<file path="src/rtl/mem.sv">
// Memory-access stage of the 5-stage RV32I pipeline.
// Issues load/store requests to data memory over a req/ready handshake,
// builds byte enables and lane-replicated store data, extracts and
// sign/zero-extends load data, and holds the MEM/WB pipeline register.
// The pipeline is stalled while data memory has not accepted/completed.
//
// Optional build macro: MEM_MISALIGN_TRAP_EN
//   defined   - misaligned halfword/word accesses issue no request and
//               retire as a trap (o_trap=1, o_vld=1, o_rd_wen=0).
//   undefined - o_trap is tied low and address bits below the access
//               size are simply ignored.
module mem #(
  parameter logic [31:0] RST_INST = 32'h00000033
) (
  input  logic        i_clk,
  input  logic        i_rst,
  input  logic        i_vld,
  input  logic        i_mem_read,
  input  logic        i_mem_write,
  input  logic        i_mem_reg,
  input  logic [2:0]  i_opsel,
  input  logic [31:0] i_res,
  input  logic [31:0] i_rs2_rdata,
  input  logic [4:0]  i_rd_waddr,
  input  logic        i_rd_wen,
  input  logic [31:0] i_inst,
  input  logic [31:0] i_pc,
  input  logic [31:0] i_nxt_pc,
  input  logic        i_dmem_ready,
  input  logic [31:0] i_dmem_rdata,
  output logic        o_dmem_req,
  output logic        o_dmem_wen,
  output logic [31:0] o_dmem_addr,
  output logic [3:0]  o_dmem_mask,
  output logic [31:0] o_dmem_wdata,
  output logic        o_stall,
  output logic        o_vld,
  output logic        o_rd_wen,
  output logic [4:0]  o_rd_waddr,
  output logic [31:0] o_rd_wdata,
  output logic [31:0] o_inst,
  output logic [31:0] o_pc,
  output logic [31:0] o_nxt_pc,
  output logic        o_trap
);

  // IDLE: no access outstanding. WAIT: a request is pending on memory.
  typedef enum logic {
    ST_IDLE,
    ST_WAIT
  } state_e;

  state_e state_q, state_d;

  logic        isLoad;
  logic        sizeByte;
  logic        sizeHalf;
  logic        sizeWord;
  logic        misaligned;
  logic        memOp;
  logic        stall;
  logic        dmemReq;
  logic [1:0]  byteOff;
  logic [3:0]  mask;
  logic [31:0] wdata;
  logic [7:0]  byteLane;
  logic [15:0] halfLane;
  logic [31:0] loadData;

  // MEM/WB pipeline register
  logic        vld_q, vld_d;
  logic        rdWen_q, rdWen_d;
  logic [4:0]  rdWaddr_q, rdWaddr_d;
  logic [31:0] rdWdata_q, rdWdata_d;
  logic [31:0] inst_q, inst_d;
  logic [31:0] pc_q, pc_d;
  logic [31:0] nxtPc_q, nxtPc_d;
`ifdef MEM_MISALIGN_TRAP_EN
  logic        trap_q, trap_d;
`endif

  assign byteOff = i_res[1:0];
  assign isLoad  = i_mem_read & ~i_mem_write;

  // Decode access width from funct3; unsigned widths only exist for loads,
  // so a store with funct3 100/101 decodes to no width (mask stays zero).
  always_comb begin
    sizeByte = 1'b0;
    sizeHalf = 1'b0;
    sizeWord = 1'b0;
    case (i_opsel)
      3'b000:  sizeByte = 1'b1;
      3'b001:  sizeHalf = 1'b1;
      3'b010:  sizeWord = 1'b1;
      3'b100:  sizeByte = isLoad;
      3'b101:  sizeHalf = isLoad;
      default: ;
    endcase
  end

  // Byte enables and lane-replicated store data; halfwords use only a[1],
  // so an odd halfword address behaves like the aligned one below it.
  always_comb begin
    mask  = 4'b0000;
    wdata = 32'h0000_0000;
    if (sizeByte) begin
      mask  = 4'b0001 << byteOff;
      wdata = {4{i_rs2_rdata[7:0]}};
    end else if (sizeHalf) begin
      mask  = 4'b0011 << {byteOff[1], 1'b0};
      wdata = {2{i_rs2_rdata[15:0]}};
    end else if (sizeWord) begin
      mask  = 4'b1111;
      wdata = i_rs2_rdata;
    end
  end

  // Pick the addressed byte/halfword lane out of the returned word.
  always_comb begin
    byteLane = i_dmem_rdata[7:0];
    case (byteOff)
      2'd0: byteLane = i_dmem_rdata[7:0];
      2'd1: byteLane = i_dmem_rdata[15:8];
      2'd2: byteLane = i_dmem_rdata[23:16];
      2'd3: byteLane = i_dmem_rdata[31:24];
      default: ;
    endcase
    halfLane = byteOff[1] ? i_dmem_rdata[31:16] : i_dmem_rdata[15:0];
  end

  // Sign/zero-extend the selected lane; funct3[2] marks the unsigned loads.
  always_comb begin
    loadData = 32'h0000_0000;
    if (sizeByte) begin
      loadData = i_opsel[2] ? {24'h000000, byteLane}
                            : {{24{byteLane[7]}}, byteLane};
    end else if (sizeHalf) begin
      loadData = i_opsel[2] ? {16'h0000, halfLane}
                            : {{16{halfLane[15]}}, halfLane};
    end else if (sizeWord) begin
      loadData = i_dmem_rdata;
    end
  end

`ifdef MEM_MISALIGN_TRAP_EN
  assign misaligned = i_vld & (i_mem_read | i_mem_write) &
                      ((sizeHalf & byteOff[0]) | (sizeWord & (byteOff != 2'b00)));
`else
  assign misaligned = 1'b0;
`endif

  // A trapping access never reaches memory, so it never stalls either.
  assign memOp = i_vld & (i_mem_read | i_mem_write) & ~misaligned;

  // FSM state register.
  always_ff @(posedge i_clk) begin
    if (i_rst) begin
      state_q <= ST_IDLE;
    end else begin
      state_q <= state_d;
    end
  end

  // Handshake FSM: request while an access is presented, stall until ready.
  always_comb begin
    state_d = state_q;
    dmemReq = 1'b0;
    stall   = 1'b0;
    case (state_q)
      ST_IDLE: begin
        dmemReq = memOp;
        if (memOp && !i_dmem_ready) begin
          stall   = 1'b1;
          state_d = ST_WAIT;
        end
      end
      ST_WAIT: begin
        dmemReq = memOp;
        stall   = memOp & ~i_dmem_ready;
        if (i_dmem_ready || !memOp) begin
          state_d = ST_IDLE;
        end
      end
      default: state_d = ST_IDLE;
    endcase
  end

  // MEM/WB next state: a stall inserts a bubble and holds the payload,
  // otherwise the current EX/MEM entry is captured.
  always_comb begin
    vld_d     = vld_q;
    rdWen_d   = rdWen_q;
    rdWaddr_d = rdWaddr_q;
    rdWdata_d = rdWdata_q;
    inst_d    = inst_q;
    pc_d      = pc_q;
    nxtPc_d   = nxtPc_q;
`ifdef MEM_MISALIGN_TRAP_EN
    trap_d    = trap_q;
`endif
    if (stall) begin
      vld_d   = 1'b0;
      rdWen_d = 1'b0;
    end else begin
      vld_d     = i_vld;
      rdWen_d   = i_vld & i_rd_wen & ~misaligned;
      rdWaddr_d = i_rd_waddr;
      rdWdata_d = i_mem_reg ? loadData : i_res;
      inst_d    = i_inst;
      pc_d      = i_pc;
      nxtPc_d   = i_nxt_pc;
`ifdef MEM_MISALIGN_TRAP_EN
      trap_d    = misaligned;
`endif
    end
  end

  // MEM/WB register with synchronous reset to a retired nop.
  always_ff @(posedge i_clk) begin
    if (i_rst) begin
      vld_q     <= 1'b0;
      rdWen_q   <= 1'b0;
      rdWaddr_q <= 5'd0;
      rdWdata_q <= 32'h0000_0000;
      inst_q    <= RST_INST;
      pc_q      <= 32'h0000_0000;
      nxtPc_q   <= 32'h0000_0000;
`ifdef MEM_MISALIGN_TRAP_EN
      trap_q    <= 1'b0;
`endif
    end else begin
      vld_q     <= vld_d;
      rdWen_q   <= rdWen_d;
      rdWaddr_q <= rdWaddr_d;
      rdWdata_q <= rdWdata_d;
      inst_q    <= inst_d;
      pc_q      <= pc_d;
      nxtPc_q   <= nxtPc_d;
`ifdef MEM_MISALIGN_TRAP_EN
      trap_q    <= trap_d;
`endif
    end
  end

  assign o_dmem_req   = dmemReq;
  assign o_dmem_wen   = i_mem_write;
  assign o_dmem_addr  = {i_res[31:2], 2'b00};
  assign o_dmem_mask  = mask;
  assign o_dmem_wdata = wdata;
  assign o_stall      = stall;

  assign o_vld      = vld_q;
  assign o_rd_wen   = rdWen_q;
  assign o_rd_waddr = rdWaddr_q;
  assign o_rd_wdata = rdWdata_q;
  assign o_inst     = inst_q;
  assign o_pc       = pc_q;
  assign o_nxt_pc   = nxtPc_q;
`ifdef MEM_MISALIGN_TRAP_EN
  assign o_trap     = trap_q;
`else
  assign o_trap     = 1'b0;
`endif

endmodule

</file>
<file path="config.mk">
export PLATFORM = sky130hd
export DESIGN_NAME = mem
export DESIGN_NICKNAME = d
export VERILOG_FILES = /design/src/rtl/mem.sv
export SDC_FILE = /design/constraint.sdc
export NUM_CORES = 1
export LEC_CHECK = 0
export CAP_MARGIN = 20
export CORE_AREA = 3 3 162 164
export DETAILED_ROUTE_END_ITERATION = 6
export DIE_AREA = 0 0 165 167
export GPL_ROUTABILITY_DRIVEN = 0
export PLACE_DENSITY_LB_ADDON = 0.15
export SLEW_MARGIN = 0
export SYNTH_ARGS = -nofsm -noshare
export SYNTH_HDL_FRONTEND = slang
export SYNTH_SLANG_ARGS = --single-unit
</file>
<file path="constraint.sdc">
create_clock -name i_clk -period 2.07 [get_ports i_clk]
set_input_delay 0.414 -clock i_clk [delete_from_list [all_inputs] [get_ports i_clk]]
set_output_delay 0.414 -clock i_clk [all_outputs]
set_load 0.01 [all_outputs]
</file>
# Word-level counts from Yosys, hierarchy flattened
# Cells that the tools add are included.
totals:
  regBits: 136
  latch_bits: 0
  ram_bits: 0
  mem_bits_ro: 0
  output_inout_bits: 207
  elab_cells: 53
  mem_count: 0
classes:
  add_sub_neg: 0
  n_mul: 0
  div: 0
  order_cmp: 0
  eq_ne: 7
  shift: 2
  n_mux: 21
  bitwise_logic: 8
  n_reduce_logical: 7
ops:
  columns: ["cell", "n"]
  rows:
  - ["two-way mux 32 bit", 9]
  - ["case mux 8 bit (4 select lines)", 1]
  - ["two-way mux 16 bit", 1]
  - ["two-way mux 4 bit", 3]
  - ["case mux 1 bit (2 select lines)", 4]
  - ["equality test 3 bit (second input constant)", 2]
  - ["AND 1 bit", 4]
  - ["equality test 2 bit (second input constant)", 2]
  - ["<< shifter 1 x 2 -> 4 bit (first input constant)", 1]
  - ["<< shifter 2 x 2 -> 4 bit (first input constant)", 1]
  - ["equality test 3 x 1 -> 1 bit (second input constant)", 1]
  - ["equality test 3 x 2 -> 1 bit (second input constant)", 1]
  - ["zero test 3 bit", 1]
  - ["two-way mux 1 bit", 3]
  - ["NOT 1 bit", 3]
  - ["equality test 2 x 1 -> 1 bit (second input constant)", 1]
  - ["zero test 1 bit", 2]
  - ["zero test 2 bit", 1]
  - ["OR reduction 2 bit", 1]
  - ["logical AND 1 bit", 1]
  - ["logical OR 1 bit", 1]
  - ["OR 1 bit", 1]

# Depth between registers and ports, before layout
logic_depth:
  ltp_word: 6
  depth_mapped: 8

# Worst setup path after synthesis
# OpenSTA, ideal clock, no wires.
synth_path:
  kind: "input to output"
  startpoint: "in i_mem_write"
  endpoint: "out o_dmem_mask[2]"
  arrival_time_ns: 1.560
  t_required_ns: 1.656
  path_slack_ns: 0.096
  cell_stages: 4
  n_path_buf: 1
  path_cell_list: "nand2b_1 > a211oi_2 > clkbuf_1 > a311o_1"
synth_between:
  elab_chain_len: 5
  elab_cells_between_ends: 6
  classes_between: "mux (4); bitwise (2)"
synth_rtl:
  columns: ["item", "line", "text"]
  rows:
  - ["start: declaration", "19", "input logic i_mem_write,"]
  - ["NOT 1 bit *", "83", "assign isLoad = i_mem_read & ~i_mem_write;"]
  - ["AND 1 bit *", "83", null]
  - ["case mux 1 bit (2 select lines)", "91", "case (i_opsel)"]
  - ["two-way mux 4 bit", "109", "end else if (sizeHalf) begin"]
  - ["two-way mux 4 bit *", "106", "if (sizeByte) begin"]
  - ["end: declaration", "34", "output logic [3:0] o_dmem_mask,"]
# Mark *: on every way between the ends. The rest lies on a longest branch, timed or not.

# Worst setup path in the final report
layout_path:
  startpoint: "in i_opsel[2]"
  endpoint: "out o_dmem_wdata[14]"
layout_between:
  elab_chain_len: 5
  elab_cells_between_ends: 11
  classes_between: "eq/ne (4); mux (6); reduce/logical (1)"
layout_rtl:
  columns: ["item", "line", "text"]
  rows:
  - ["start: declaration", "21", "input logic [2:0] i_opsel,"]
  - ["equality test 3 x 2 -> 1 bit", "91", null]
  - ["two-way mux 1 bit", "91", null]
  - ["two-way mux 32 bit", "112", "end else if (sizeWord) begin"]
  - ["two-way mux 32 bit", "109", null]
  - ["two-way mux 32 bit *", "106", null]
  - ["end: declaration", "35", "output logic [31:0] o_dmem_wdata,"]
# Marks and branches as above.

==> out/results.tsv <==
stage	metric	value	unit
routing	drc	0	
critical_path	max_stage_delay	0.31	ns
critical_path	crit_path_start_kind	primary input	
floorplanning	core_area	25040	um2
power_and_ir_drop	pwr-share-comb	24.3	%
grt	overflow	0	
critical_path	cp_cell_sequence	clkdlybuf4s15_2 > nor3b_4 > buf_6 > buf_4 > a21o_4 > a22o_1 > buf_2	
power_and_ir_drop	p_leak	4.551	nW
power_and_ir_drop	switchingPower	0.002222	W
clocking	cts-root-to-sink-buffers	2	
critical_path	arrival	1.60	ns
logic_synthesis	synth_flop_cell	dfxtp_1	
grt	grt_max_degree	102	
logic_synthesis	synth-edff-count	0	
grt	antenna_found_initial	0	
sta	finalCriticalPeriod	2.017	ns
critical_path	rr_worst_depth	2	
critical_path	slowest_stage	clkdlybuf4s15_2	
place	placed_cells	1516	
logic_synthesis	yosysSeqAreaShare	43.25	%
routing	ant_nets	0	
final_layout	stdcell_count	1557	
hold_path	hold_path_end	o_rd_wdata[1]	
logic_synthesis	synth_most_common_cell	nand2_1	
routing	routedWlPerCell	17.57	um
logic_synthesis	synth_cell_types	45	
logic_synthesis	avgSynthCellArea	7.801	um2
clocking	htree_levels	4	
critical_path	crit_fanout	8	
clocking	clock_latency	0.41	ns
logic_synthesis	netlist_area	6248	um2
power_and_ir_drop	peakVddDrop	0.0005043	V
grt	first_global_vias	7039	
final_layout	drive_gt1_share	14.76	%
routing	viasPerCell	4.603	
floorplanning	dieArea	27560	um2
critical_path	worstSetupPathType	in -> out	
floorplanning	die_h	167	um
logic_synthesis	synthCells	801	
floorplanning	io_pins	415	
sta	finalCritPeriodShare	97.42	%
logic_synthesis	synth_top_area_cell	dfxtp_1	
clocking	cts.sinks	135	
logic_synthesis	ys_ff_latch	135	
sta	worst_slack	0.05346	ns
critical_path	r2r-start	o_rd_wdata[0]	
sta	fmax	495.9	MHz
final_layout	nFillCells	2504	
sta	rsz0062_at_grt	yes	
floorplanning	start_util	24.96	%
final_layout	finish.instance_area	11410	um2
hold_path	min_from	i_rst	
power_and_ir_drop	p_sw_share	29.14	%
grt	grt_use_total	19.05	%
power_and_ir_drop	seq_power_share	37.6	%
sta	timing.hold.ws	0.3272	ns
floorplanning	rows	58	
critical_path	r2r-end	o_rd_wdata[0]	
critical_path	cp_top_family	buffers and inverters	
routing	vias	7167	
routing	drtIter0Drc	371	
clocking	clkTransAtPathRegs	0.07	ns
logic_synthesis	async_reset_ff_share	0	%
logic_synthesis	yosys.area.top_type_share	43.25	%
clocking	cts_hold_buf	0	
place	place_worst_setup_slack	-0.7193	ns
sta	skew	0	ns
clocking	cts_buffers	17	
final_layout	fin_nets	1421	
critical_path	cp-end-kind	output pin	
final_layout	utilization	45.59	%
logic_synthesis	synth_commonest_cells	238 x nand2_1, 135 x dfxtp_1, 121 x a21oi_1	
place	detailed_place_hpwl	20650	um
power_and_ir_drop	p_per_area	668.0	nW/um2
logic_synthesis	synth_area_leaders	dfxtp_1 43%, nand2_1 14%, a21oi_1 9.7%	
routing	wirelength	27360	um
job	maxCapViolations	0	
place	place_area	10880	um2
critical_path	worst-path-buf-inv	4	
hold_path	whs_path_depth	2	
sta	finalHoldViolations	0	
clocking	root_buffer	clkbuf_16	
power_and_ir_drop	p_int	0.005402	W
grt	grt_pass1_wl	40950	um
sta	finalSetupViolCount	0	
routing	firstDrtPassIters	4	
critical_path	r2r_slack	1.36	ns
sta	slew_violations	0	
run_status	outcome	complete, no violations	
final_layout	areaGrowthSynthToFinish	82.66	%
hold_path	hold_path_class	in -> reg	
clocking	cts_tree	built	
place	io_buffers	411	
critical_path	cp.required	1.66	ns
logic_synthesis	yosys_warnings	0	
floorplanning	fp.dieW	165	um
power_and_ir_drop	clockPowerShare	38.2	%
==> layout by cell type, fill, tap and decap left out, types with 3 or more instances in the layout <==
| master | synthesis | final |
|---|---|---|
| conb_1 | 1 | 3 |
| o2111ai_1 | 3 | 3 |
| mux2_2 | 3 | 3 |
| nand2_1 | 238 | 237 |
| a22oi_1 | 5 | 5 |
| a211oi_2 | 11 | 10 |
| o211ai_1 | 3 | 3 |
| nand3b_1 | 5 | 5 |
| o21ai_0 | 58 | 58 |
| clkinvlp_4 | 0 | 3 |
| a221oi_1 | 15 | 15 |
| buf_2 | 11 | 26 |
| nand3_1 | 5 | 5 |
| clkdlybuf4s50_1 | 0 | 365 |
| a211oi_1 | 6 | 6 |
| clkbuf_2 | 0 | 11 |
| inv_8 | 0 | 3 |
| buf_12 | 0 | 6 |
| clkinv_4 | 0 | 4 |
| o22ai_1 | 5 | 5 |
| o31ai_1 | 16 | 16 |
| inv_1 | 5 | 5 |
| clkbuf_16 | 0 | 17 |
| dlygate4sd2_1 | 0 | 5 |
| dfxtp_1 | 135 | 135 |
| nor2b_1 | 10 | 10 |
| a22o_1 | 16 | 16 |
| buf_6 | 1 | 5 |
| buf_4 | 34 | 67 |
| inv_6 | 0 | 3 |
| mux2i_1 | 13 | 13 |
| a21oi_1 | 121 | 118 |
==> power groups by stage <==
stage / Sequential (W) / Clock, W / Combinational, W
2_1_floorplan: 0.00301 / 0 / 0.000608
4_1_cts: 0.00287 / 0.00303 / 0.00189
6_report: 0.00287 / 0.00291 / 0.00185
3_3_place_gp: 0.00292 / 0 / 0.00189
3_5_place_dp: 0.00293 / 0 / 0.00189
5_1_grt: 0.00289 / 0.00312 / 0.00200
==> worst max path at each step <==
stage	startpoint	endpoint	cells past startpoint
floorplan	i_mem_write	o_dmem_mask[2]	4
global placement	i_mem_write	o_dmem_wdata[9]	6
detailed placement	i_mem_write	o_dmem_wdata[9]	6
CTS	i_opsel[0]	o_dmem_wdata[1]	8
global route	i_opsel[2]	o_dmem_mask[1]	6
finish	i_opsel[2]	o_dmem_wdata[14]	7
==> worst register-to-register path: stages, from the launching register on <==
cell and delay, ns:
dfxtp_1 0.32, a22oi_1 0.17, o22ai_1 0.09
==> registers in the layout, summed over array words and instances (netlist names) <==
signal and cells:
o_nxt_pc 32, o_inst 32, o_rd_wdata 32, o_rd_waddr 5
o_pc 32, o_rd_wen 1, o_vld 1
==> cells by family (layout without fill, tap and decap cells) <==
group / Yosys count / in the layout / share of synthesized area, %
DFF: 135 / 135 / 43.25
and+or+nand+nor: 270 / 270 / 17.58
AOI/OAI and AO/OA: 272 / 272 / 27.19
buffers and inverters: 105 / 528 / 8.690
other: 1 / 4 / 0.06001
muxes: 18 / 18 / 3.224
==> through the flow <==
step	total power (W)	setup TNS (ns)
2_1_floorplan	0.003613	0
3_3_place_gp	0.004813	-58.91
3_5_place_dp	0.004820	-60.95
4_1_cts	0.007781	-0.004868
5_1_grt	0.008008	-0.04278
6_report	0.007624	0
==> per-layer routing <==
metal | vias to the layer above | routed length (um) | GRT usage (%)
met3 | 21 | 2855 | 7.264
li1 | 3579 | - | -
met2 | 306 | 13660 | 33.55
met1 | 3261 | 10440 | 21.49
met5 | - | 0 | 0
met4 | 0 | 402 | 4.668
==> cell type report <==
class	count	area, um2	share of cell area, %
antenna	1	2.502	0.02193
tap	330	412.9	3.618
timing repair buffer	489	4609	40.39
multi-input combinational	563	3094	27.11
clock inverter	15	138.9	1.217
clock buffer	17	425.4	3.727
sequential	135	2703	23.68
inverter	7	27.53	0.2412
==> repair_timing <==
item,in CTS,in global routing
setup endpoints to repair,38,29
pin swaps,5,3
resized for setup,152,27
gates cloned,2,0
buffers inserted,5,1
(Power assumes the default switching activity.)
